[src/rtl/cc_microseq_pkg.sv]
// Shared encodings for the microsequencer: COND field, address-mux select, FSM states and
// the decode-dispatch address helper.
package cc_microseq_pkg;

  localparam int unsigned DATAWIDTH_ADDR    = 11;
  localparam int unsigned DATAWIDTH_DECODE  = 8;
  localparam int unsigned DATAWIDTH_COND    = 3;
  localparam int unsigned DATAWIDTH_MUX_SEL = 2;

  localparam logic [DATAWIDTH_COND-1:0] COND_NEXT   = 3'b000;
  localparam logic [DATAWIDTH_COND-1:0] COND_N      = 3'b001;
  localparam logic [DATAWIDTH_COND-1:0] COND_Z      = 3'b010;
  localparam logic [DATAWIDTH_COND-1:0] COND_V      = 3'b011;
  localparam logic [DATAWIDTH_COND-1:0] COND_C      = 3'b100;
  localparam logic [DATAWIDTH_COND-1:0] COND_IR13   = 3'b101;
  localparam logic [DATAWIDTH_COND-1:0] COND_ALWAYS = 3'b110;
  localparam logic [DATAWIDTH_COND-1:0] COND_DECODE = 3'b111;

  localparam logic [DATAWIDTH_MUX_SEL-1:0] MUX_SEL_NEXT   = 2'b00;
  localparam logic [DATAWIDTH_MUX_SEL-1:0] MUX_SEL_JUMP   = 2'b01;
  localparam logic [DATAWIDTH_MUX_SEL-1:0] MUX_SEL_DECODE = 2'b10;

  localparam logic [1:0] ST_START = 2'b00;
  localparam logic [1:0] ST_RUN   = 2'b01;
  localparam logic [1:0] ST_STALL = 2'b10;

  localparam logic [DATAWIDTH_ADDR-1:0] RESET_UADDR = '0;

  typedef struct packed {
    logic n;
    logic z;
    logic v;
    logic c;
  } flags_t;

  // Opcode dispatch lands in the upper half of the control store, 4 words per opcode.
  function automatic logic [DATAWIDTH_ADDR-1:0] decode_addr(
    input logic [DATAWIDTH_DECODE-1:0] op
  );
    return {1'b1, op, 2'b00};
  endfunction

endpackage

[src/rtl/cc_microseq_if.sv]
// Control-store / datapath side of the microsequencer, grouped as one bundle.
interface cc_microseq_if
  import cc_microseq_pkg::*;
();

  logic                         CC_MICROSEQ_hold_In;
  logic [DATAWIDTH_COND-1:0]    CC_MICROSEQ_cond_InBUS;
  logic [DATAWIDTH_ADDR-1:0]    CC_MICROSEQ_jumpAddr_InBUS;
  logic [DATAWIDTH_DECODE-1:0]  CC_MICROSEQ_decode_InBUS;
  logic [3:0]                   CC_MICROSEQ_flags_InBUS;
  logic                         CC_MICROSEQ_ir13_In;
  logic [DATAWIDTH_ADDR-1:0]    CC_MICROSEQ_microPC_OutBUS;
  logic [DATAWIDTH_MUX_SEL-1:0] CC_MICROSEQ_muxSel_OutBUS;
  logic                         CC_MICROSEQ_valid_Out;

  modport master (
    output CC_MICROSEQ_hold_In,
    output CC_MICROSEQ_cond_InBUS,
    output CC_MICROSEQ_jumpAddr_InBUS,
    output CC_MICROSEQ_decode_InBUS,
    output CC_MICROSEQ_flags_InBUS,
    output CC_MICROSEQ_ir13_In,
    input  CC_MICROSEQ_microPC_OutBUS,
    input  CC_MICROSEQ_muxSel_OutBUS,
    input  CC_MICROSEQ_valid_Out
  );

  modport slave (
    input  CC_MICROSEQ_hold_In,
    input  CC_MICROSEQ_cond_InBUS,
    input  CC_MICROSEQ_jumpAddr_InBUS,
    input  CC_MICROSEQ_decode_InBUS,
    input  CC_MICROSEQ_flags_InBUS,
    input  CC_MICROSEQ_ir13_In,
    output CC_MICROSEQ_microPC_OutBUS,
    output CC_MICROSEQ_muxSel_OutBUS,
    output CC_MICROSEQ_valid_Out
  );

endinterface

[src/rtl/cc_microseq_cond.sv]
// Branch-condition evaluator: COND field against PSR flags and IR[13] -> next-address select.
module cc_microseq_cond
  import cc_microseq_pkg::*;
(
  input  logic [DATAWIDTH_COND-1:0]    cond_i,
  input  flags_t                       flags_i,
  input  logic                         ir13_i,
  output logic [DATAWIDTH_MUX_SEL-1:0] mux_sel_o
);

  logic taken;

  always_comb begin
    taken = 1'b0;
    case (cond_i)
      COND_N:      taken = flags_i.n;
      COND_Z:      taken = flags_i.z;
      COND_V:      taken = flags_i.v;
      COND_C:      taken = flags_i.c;
      COND_IR13:   taken = ir13_i;
      COND_ALWAYS: taken = 1'b1;
      default:     taken = 1'b0;
    endcase
  end

  always_comb begin
    if (cond_i == COND_DECODE) begin
      mux_sel_o = MUX_SEL_DECODE;
    end else if (taken) begin
      mux_sel_o = MUX_SEL_JUMP;
    end else begin
      mux_sel_o = MUX_SEL_NEXT;
    end
  end

endmodule

[src/rtl/cc_microsequencer.sv]
// Microsequencer top: START/RUN/STALL FSM, microPC register and the 3-way next-address mux.
module cc_microsequencer
  import cc_microseq_pkg::*;
(
  input  logic         CC_MICROSEQ_CLOCK_50,
  input  logic         CC_MICROSEQ_RESET_InHigh,
  cc_microseq_if.slave seq
);

  logic [1:0]                   state_q, state_d;
  logic [DATAWIDTH_ADDR-1:0]    micro_pc_q, micro_pc_d;
  logic [DATAWIDTH_ADDR-1:0]    next_addr;
  logic [DATAWIDTH_MUX_SEL-1:0] mux_sel;
  flags_t                       flags;

  assign flags = flags_t'(seq.CC_MICROSEQ_flags_InBUS);

  cc_microseq_cond u_cond (
    .cond_i    (seq.CC_MICROSEQ_cond_InBUS),
    .flags_i   (flags),
    .ir13_i    (seq.CC_MICROSEQ_ir13_In),
    .mux_sel_o (mux_sel)
  );

  always_comb begin
    case (mux_sel)
      MUX_SEL_JUMP:   next_addr = seq.CC_MICROSEQ_jumpAddr_InBUS;
      MUX_SEL_DECODE: next_addr = decode_addr(seq.CC_MICROSEQ_decode_InBUS);
      default:        next_addr = micro_pc_q + 1'b1;
    endcase
  end

  // A hold seen in RUN freezes the microPC; the branch is re-evaluated on the resume edge.
  always_comb begin
    state_d    = state_q;
    micro_pc_d = micro_pc_q;
    case (state_q)
      ST_START: state_d = ST_RUN;
      ST_RUN: begin
        if (seq.CC_MICROSEQ_hold_In) begin
          state_d = ST_STALL;
        end else begin
          micro_pc_d = next_addr;
        end
      end
      ST_STALL: begin
        if (!seq.CC_MICROSEQ_hold_In) begin
          state_d    = ST_RUN;
          micro_pc_d = next_addr;
        end
      end
      default: state_d = ST_START;
    endcase
  end

  always_ff @(posedge CC_MICROSEQ_CLOCK_50 or posedge CC_MICROSEQ_RESET_InHigh) begin
    if (CC_MICROSEQ_RESET_InHigh) begin
      state_q    <= ST_START;
      micro_pc_q <= RESET_UADDR;
    end else begin
      state_q    <= state_d;
      micro_pc_q <= micro_pc_d;
    end
  end

  assign seq.CC_MICROSEQ_microPC_OutBUS = micro_pc_q;
  assign seq.CC_MICROSEQ_muxSel_OutBUS  = mux_sel;
  assign seq.CC_MICROSEQ_valid_Out      = (state_q == ST_RUN);

endmodule
[src/flat_wrapper.sv]
// flat-port wrapper written by rule: the top's interface ports become plain ports
module cc_microsequencer_flat import cc_microseq_pkg::*;
  (CC_MICROSEQ_CLOCK_50, CC_MICROSEQ_RESET_InHigh, seq_CC_MICROSEQ_hold_In, seq_CC_MICROSEQ_cond_InBUS, seq_CC_MICROSEQ_jumpAddr_InBUS, seq_CC_MICROSEQ_decode_InBUS, seq_CC_MICROSEQ_flags_InBUS, seq_CC_MICROSEQ_ir13_In, seq_CC_MICROSEQ_microPC_OutBUS, seq_CC_MICROSEQ_muxSel_OutBUS, seq_CC_MICROSEQ_valid_Out);
  cc_microseq_if seq_i ();
  input  logic CC_MICROSEQ_CLOCK_50;
  input  logic CC_MICROSEQ_RESET_InHigh;
  input wire logic [$bits(seq_i.CC_MICROSEQ_hold_In)-1:0] seq_CC_MICROSEQ_hold_In;
  input wire logic [$bits(seq_i.CC_MICROSEQ_cond_InBUS)-1:0] seq_CC_MICROSEQ_cond_InBUS;
  input wire logic [$bits(seq_i.CC_MICROSEQ_jumpAddr_InBUS)-1:0] seq_CC_MICROSEQ_jumpAddr_InBUS;
  input wire logic [$bits(seq_i.CC_MICROSEQ_decode_InBUS)-1:0] seq_CC_MICROSEQ_decode_InBUS;
  input wire logic [$bits(seq_i.CC_MICROSEQ_flags_InBUS)-1:0] seq_CC_MICROSEQ_flags_InBUS;
  input wire logic [$bits(seq_i.CC_MICROSEQ_ir13_In)-1:0] seq_CC_MICROSEQ_ir13_In;
  output wire logic [$bits(seq_i.CC_MICROSEQ_microPC_OutBUS)-1:0] seq_CC_MICROSEQ_microPC_OutBUS;
  output wire logic [$bits(seq_i.CC_MICROSEQ_muxSel_OutBUS)-1:0] seq_CC_MICROSEQ_muxSel_OutBUS;
  output wire logic [$bits(seq_i.CC_MICROSEQ_valid_Out)-1:0] seq_CC_MICROSEQ_valid_Out;
  assign seq_i.CC_MICROSEQ_hold_In = seq_CC_MICROSEQ_hold_In;
  assign seq_i.CC_MICROSEQ_cond_InBUS = seq_CC_MICROSEQ_cond_InBUS;
  assign seq_i.CC_MICROSEQ_jumpAddr_InBUS = seq_CC_MICROSEQ_jumpAddr_InBUS;
  assign seq_i.CC_MICROSEQ_decode_InBUS = seq_CC_MICROSEQ_decode_InBUS;
  assign seq_i.CC_MICROSEQ_flags_InBUS = seq_CC_MICROSEQ_flags_InBUS;
  assign seq_i.CC_MICROSEQ_ir13_In = seq_CC_MICROSEQ_ir13_In;
  assign seq_CC_MICROSEQ_microPC_OutBUS = seq_i.CC_MICROSEQ_microPC_OutBUS;
  assign seq_CC_MICROSEQ_muxSel_OutBUS = seq_i.CC_MICROSEQ_muxSel_OutBUS;
  assign seq_CC_MICROSEQ_valid_Out = seq_i.CC_MICROSEQ_valid_Out;
  cc_microsequencer u_core (.CC_MICROSEQ_CLOCK_50(CC_MICROSEQ_CLOCK_50), .CC_MICROSEQ_RESET_InHigh(CC_MICROSEQ_RESET_InHigh), .seq(seq_i));
endmodule
[config.mk]
export PLATFORM = sky130hd
export DESIGN_NAME = cc_microsequencer_flat
export DESIGN_NICKNAME = d
export VERILOG_FILES = /design/src/rtl/cc_microseq_pkg.sv /design/src/rtl/cc_microseq_if.sv /design/src/rtl/cc_microseq_cond.sv /design/src/rtl/cc_microsequencer.sv /design/src/flat_wrapper.sv
export SDC_FILE = /design/constraint.sdc
export NUM_CORES = 1
export LEC_CHECK = 0
export ABC_AREA = 1
export CELL_PAD_IN_SITES_DETAIL_PLACEMENT = 0
export CELL_PAD_IN_SITES_GLOBAL_PLACEMENT = 1
export CORE_MARGIN = 1
export CORE_UTILIZATION = 31
export DETAILED_ROUTE_END_ITERATION = 8
export MAX_ROUTING_LAYER = met4
export PLACE_DENSITY = 0.91
export SKIP_CTS_REPAIR_TIMING = 1
export SLEW_MARGIN = 30
export SYNTH_ARGS = -nofsm -noshare
export SYNTH_HDL_FRONTEND = slang
export SYNTH_SLANG_ARGS = --single-unit
[constraint.sdc]
create_clock -name CC_MICROSEQ_CLOCK_50 -period 3.5 [get_ports CC_MICROSEQ_CLOCK_50]
set_input_delay 0.875 -clock CC_MICROSEQ_CLOCK_50 [delete_from_list [all_inputs] [get_ports CC_MICROSEQ_CLOCK_50]]
set_output_delay 0.875 -clock CC_MICROSEQ_CLOCK_50 [all_outputs]
set_load 0.02 [all_outputs]
==> qor.csv <==
stage,metric,value,unit
timing,Tmin final,3.30,ns
detailed_routing,Max Used Layer,met4,
run,MaxCap Viol Count,0,
grt,first-pass GRT wire length,4760,um
critical_path,origin of the critical flop-to-flop path,u_core.state_q[0],
synthesis,synthesized area,1090,um^2
synthesis,main combinational cell family by area after synthesis,simple AND/OR/NAND/NOR gates,
timing,RSZ-0062 raised after global routing,false,
critical_path,r2r worst-path depth,10,
critical_path,"most used cell, CP",clkdlybuf4s50_1,
floorplan,std cell rows,21,
pwr,Tot Pwr,1.23,mW
layout,layout cells sized above 1,9.22,%
floorplan,area of the core,3360,um^2
pwr,pwr dens,765,nW/um^2
layout,Fill cells,383,
detailed_routing,WL/cell,10.9,um
critical_path,"CP delay by family, top",buffers and inverters,
synthesis,mux cell area share after synthesis,0.914,%
layout,sequential cell area,325,um^2
synthesis,Netlist cell types,22,
synthesis,"Seq/Total Area, Yosys",29.7,%
synthesis,Mean Syn Cell Area,6.44,um^2
critical_path,WP data required,2.62,ns
placement,pre-CTS WS,0.225,ns
timing,post-route worst setup slack,0.205,ns
floorplan,# IOs,44,
critical_path,Critical Path Source,seq_CC_MICROSEQ_cond_InBUS[1],
timing,fmax,303,MHz
detailed_routing,total wire length,2860,um
critical_path,crit path cell chain,clkdlybuf4s50_1 -> inv_1 -> nor2_1 -> o21ai_1 -> nand3_2 -> clkdlybuf4s50_1,
timing,worst-margin pin slew,0.519,ns
pwr,combinational fraction of design power,63.8,%
hold_path,HP Class,flop to flop,
layout,Final #Nets,253,
timing,# setup viols final,0,
pwr,Clock power frac,7.8,%
detailed_routing,"antenna viol nets, final",0,
critical_path,CP Launch Type,primary input,
layout,most used cells in the layout excluding fill and tap cells,"nor2_1, nand2_1, clkdlybuf4s50_1",
detailed_routing,DRC errors left,0,
synthesis,xor and xnor fraction of the mapped netlist area,4.00,%
detailed_routing,drt pass-1 iters,4,
critical_path,Worst R2R End,u_core.seq.CC_MICROSEQ_microPC_OutBUS[9],
critical_path,crit path to,seq_CC_MICROSEQ_muxSel_OutBUS[0],
critical_path,CP max stage delay,0.61,ns
clock_tree,Worst-Skew Late Latency,0.28,ns
synthesis,"FF+latch count, synth",13,
critical_path,critical path endpoint category,output pin,
pwr,Seq pwr share,28.4,%
synthesis,Mapped Cells,170,
detailed_routing,drt first-iter violations,44,
clock_tree,Clock Tree Buf Depth,2,
layout,# diodes,0,
status,outcome,"finished, final reports clean",
critical_path,slowest CP cell,clkdlybuf4s50_1,
timing,Clock Skew,0.00455,ns
grt,global route total overflow,0,
clock_tree,clk root buf,clkbuf_4,
layout,"commonest non-fill, non-tap cell in the layout",nor2_1,
clock_tree,Clock Sinks,13,
timing,Slew headroom,65.4,%
critical_path,critical path type,primary input to output pin,
layout,P&R area growth vs syn,46.6,%
layout,Multi-input gate area,687,um^2
grt,largest net degree at the start of global routing,16,
placement,Routability Congestion,0.814,
critical_path,R2R setup slack,1.73,ns
detailed_routing,wire length on met3,166,um
critical_path,Arrival @ worst endpoint,2.42,ns
synthesis,synth warn,0,
pwr,Switching Fraction,49.1,%
pwr,maximum vdd drop,0.333,mV
synthesis,compound-cell area share of the yosys netlist,6.06,%
critical_path,Crit path depth,6,
synthesis,simple-gate portion of the synthesized area,46.1,%
timing,Setup TNS,0,ns
critical_path,largest fanout on the critical path,4,
timing,Final Max Tran Viols,0,
floorplan,die area,3770,um^2
synthesis,Post-Syn Nets,205,
pwr,Leak Pwr,0.745,nW
pwr,Psw,0.602,mW
detailed_routing,routed via count,1159,
grt,antenna violations before repair,0,
timing,WHS,0.585,ns
timing,Fin. Hold Viols,0,
grt,number of global-route vias before repair,1110,
placement,hpwl dp,2250,um
detailed_routing,DR vias/cell,4.41,
detailed_routing,WL met2,1380,um
timing,period utilisation layout,94.2,%
layout,Util after Layout,47.7,%
clock_tree,Worst-path clk slew,0.08,ns
pwr,internal power,0.625,mW
critical_path,CP Buf/Inv Count,3,
floorplan,initial core utilization,32.6,%
floorplan,DIE HEIGHT,61.4,um
synthesis,adder-cell share of the synthesized area,5.71,%
clock_tree,total CTS buffers,3,
clock_tree,Max H-tree Level,1,
grt,Total Routing Usage GR,17.4,%
clock_tree,CTS tree,yes,
placement,IO buf count,43,
detailed_routing,WL met1,1300,um
floorplan,Die X,61.4,um
worst min path at each step:
stage | start | slack [ns] | depth (start not counted) | to
final | u_core.seq.CC_MICROSEQ_microPC_OutBUS[10] | 0.59 | 2 | u_core.seq.CC_MICROSEQ_microPC_OutBUS[10]
after global routing | u_core.seq.CC_MICROSEQ_microPC_OutBUS[10] | 0.64 | 2 | u_core.seq.CC_MICROSEQ_microPC_OutBUS[10]
after CTS | u_core.seq.CC_MICROSEQ_microPC_OutBUS[10] | 0.59 | 2 | u_core.seq.CC_MICROSEQ_microPC_OutBUS[10]
after detailed placement | u_core.seq.CC_MICROSEQ_microPC_OutBUS[10] | 0.57 | 2 | u_core.seq.CC_MICROSEQ_microPC_OutBUS[10]
after global placement | u_core.seq.CC_MICROSEQ_microPC_OutBUS[10] | 0.55 | 2 | u_core.seq.CC_MICROSEQ_microPC_OutBUS[10]
after floorplan | u_core.state_q[1] | 0.58 | 2 | u_core.state_q[1]
cell usage after synthesis (all sizes together):
cell     n  area share [%]
buf      2             2.1
xnor2    1            0.80
nand3   10             5.0
nor2    54              21
o21bai   1             1.0
mux2i    1            0.91
nand2   47              17
nand4    5             3.4
inv     14             4.8
a21oi    8             3.7
o21ai    3             1.4
clkbuf   1            0.34
clkinv   1            0.34
xor2     4             3.2
dfrtp   13              30
ha       5             5.7
stage by stage:
stage / instance area [um^2] / std cells
after floorplan: 1090 / 170
after global placement: 1580 / 259
after detailed placement: 1580 / 259
after CTS: 1610 / 263
after global routing: 1610 / 263
final: 1610 / 263
cell type report:
cell class / instances / share of cell area, %
multi-input cells: 139 / 42.8
repair buffers: 46 / 28.2
flip-flops and latches: 13 / 20.3
well taps: 46 / 3.59
inverters: 15 / 3.51
clock buffers: 4 / 1.64
cells by family (layout without fill, tap and decap cells):
family | after synthesis | after routing
AOI/OAI and AO/OA | 12 | 12
xor gates and xnor gates | 5 | 5
adders and majority gates | 5 | 5
buffers and inverters | 18 | 65
DFF | 13 | 13
muxes | 1 | 1
and+or+nand+nor | 116 | 116
metal layers:
layer / up-vias / global-route usage [%]
li1: 628 / -
met1: 497 / 21.0
met2: 32 / 31.5
met3: 2 / 2.73
met4: 0 / 1.90
met5: - / -
state kept, by name, summed over array words and instances (netlist names):
signal and cells:
u_core.state_q 2, u_core.seq.CC_MICROSEQ_microPC_OutBUS 11
power groups by stage:
stage | logic [mW] | registers, mW | clock network (mW)
after global placement | 0.771 | 0.349 | 0
after floorplan | 0.452 | 0.400 | 0
after CTS | 0.794 | 0.350 | 0.0991
after global routing | 0.882 | 0.367 | 0.104
after detailed placement | 0.789 | 0.353 | 0
final | 0.783 | 0.349 | 0.0957
worst min-delay path: cells and delay by family (launching register included):
| kind | cells | cell delay, ns |
|---|---|---|
| simple gates | 2 | 0.15 |
| flops | 1 | 0.40 |
(Power assumes the default switching activity.)
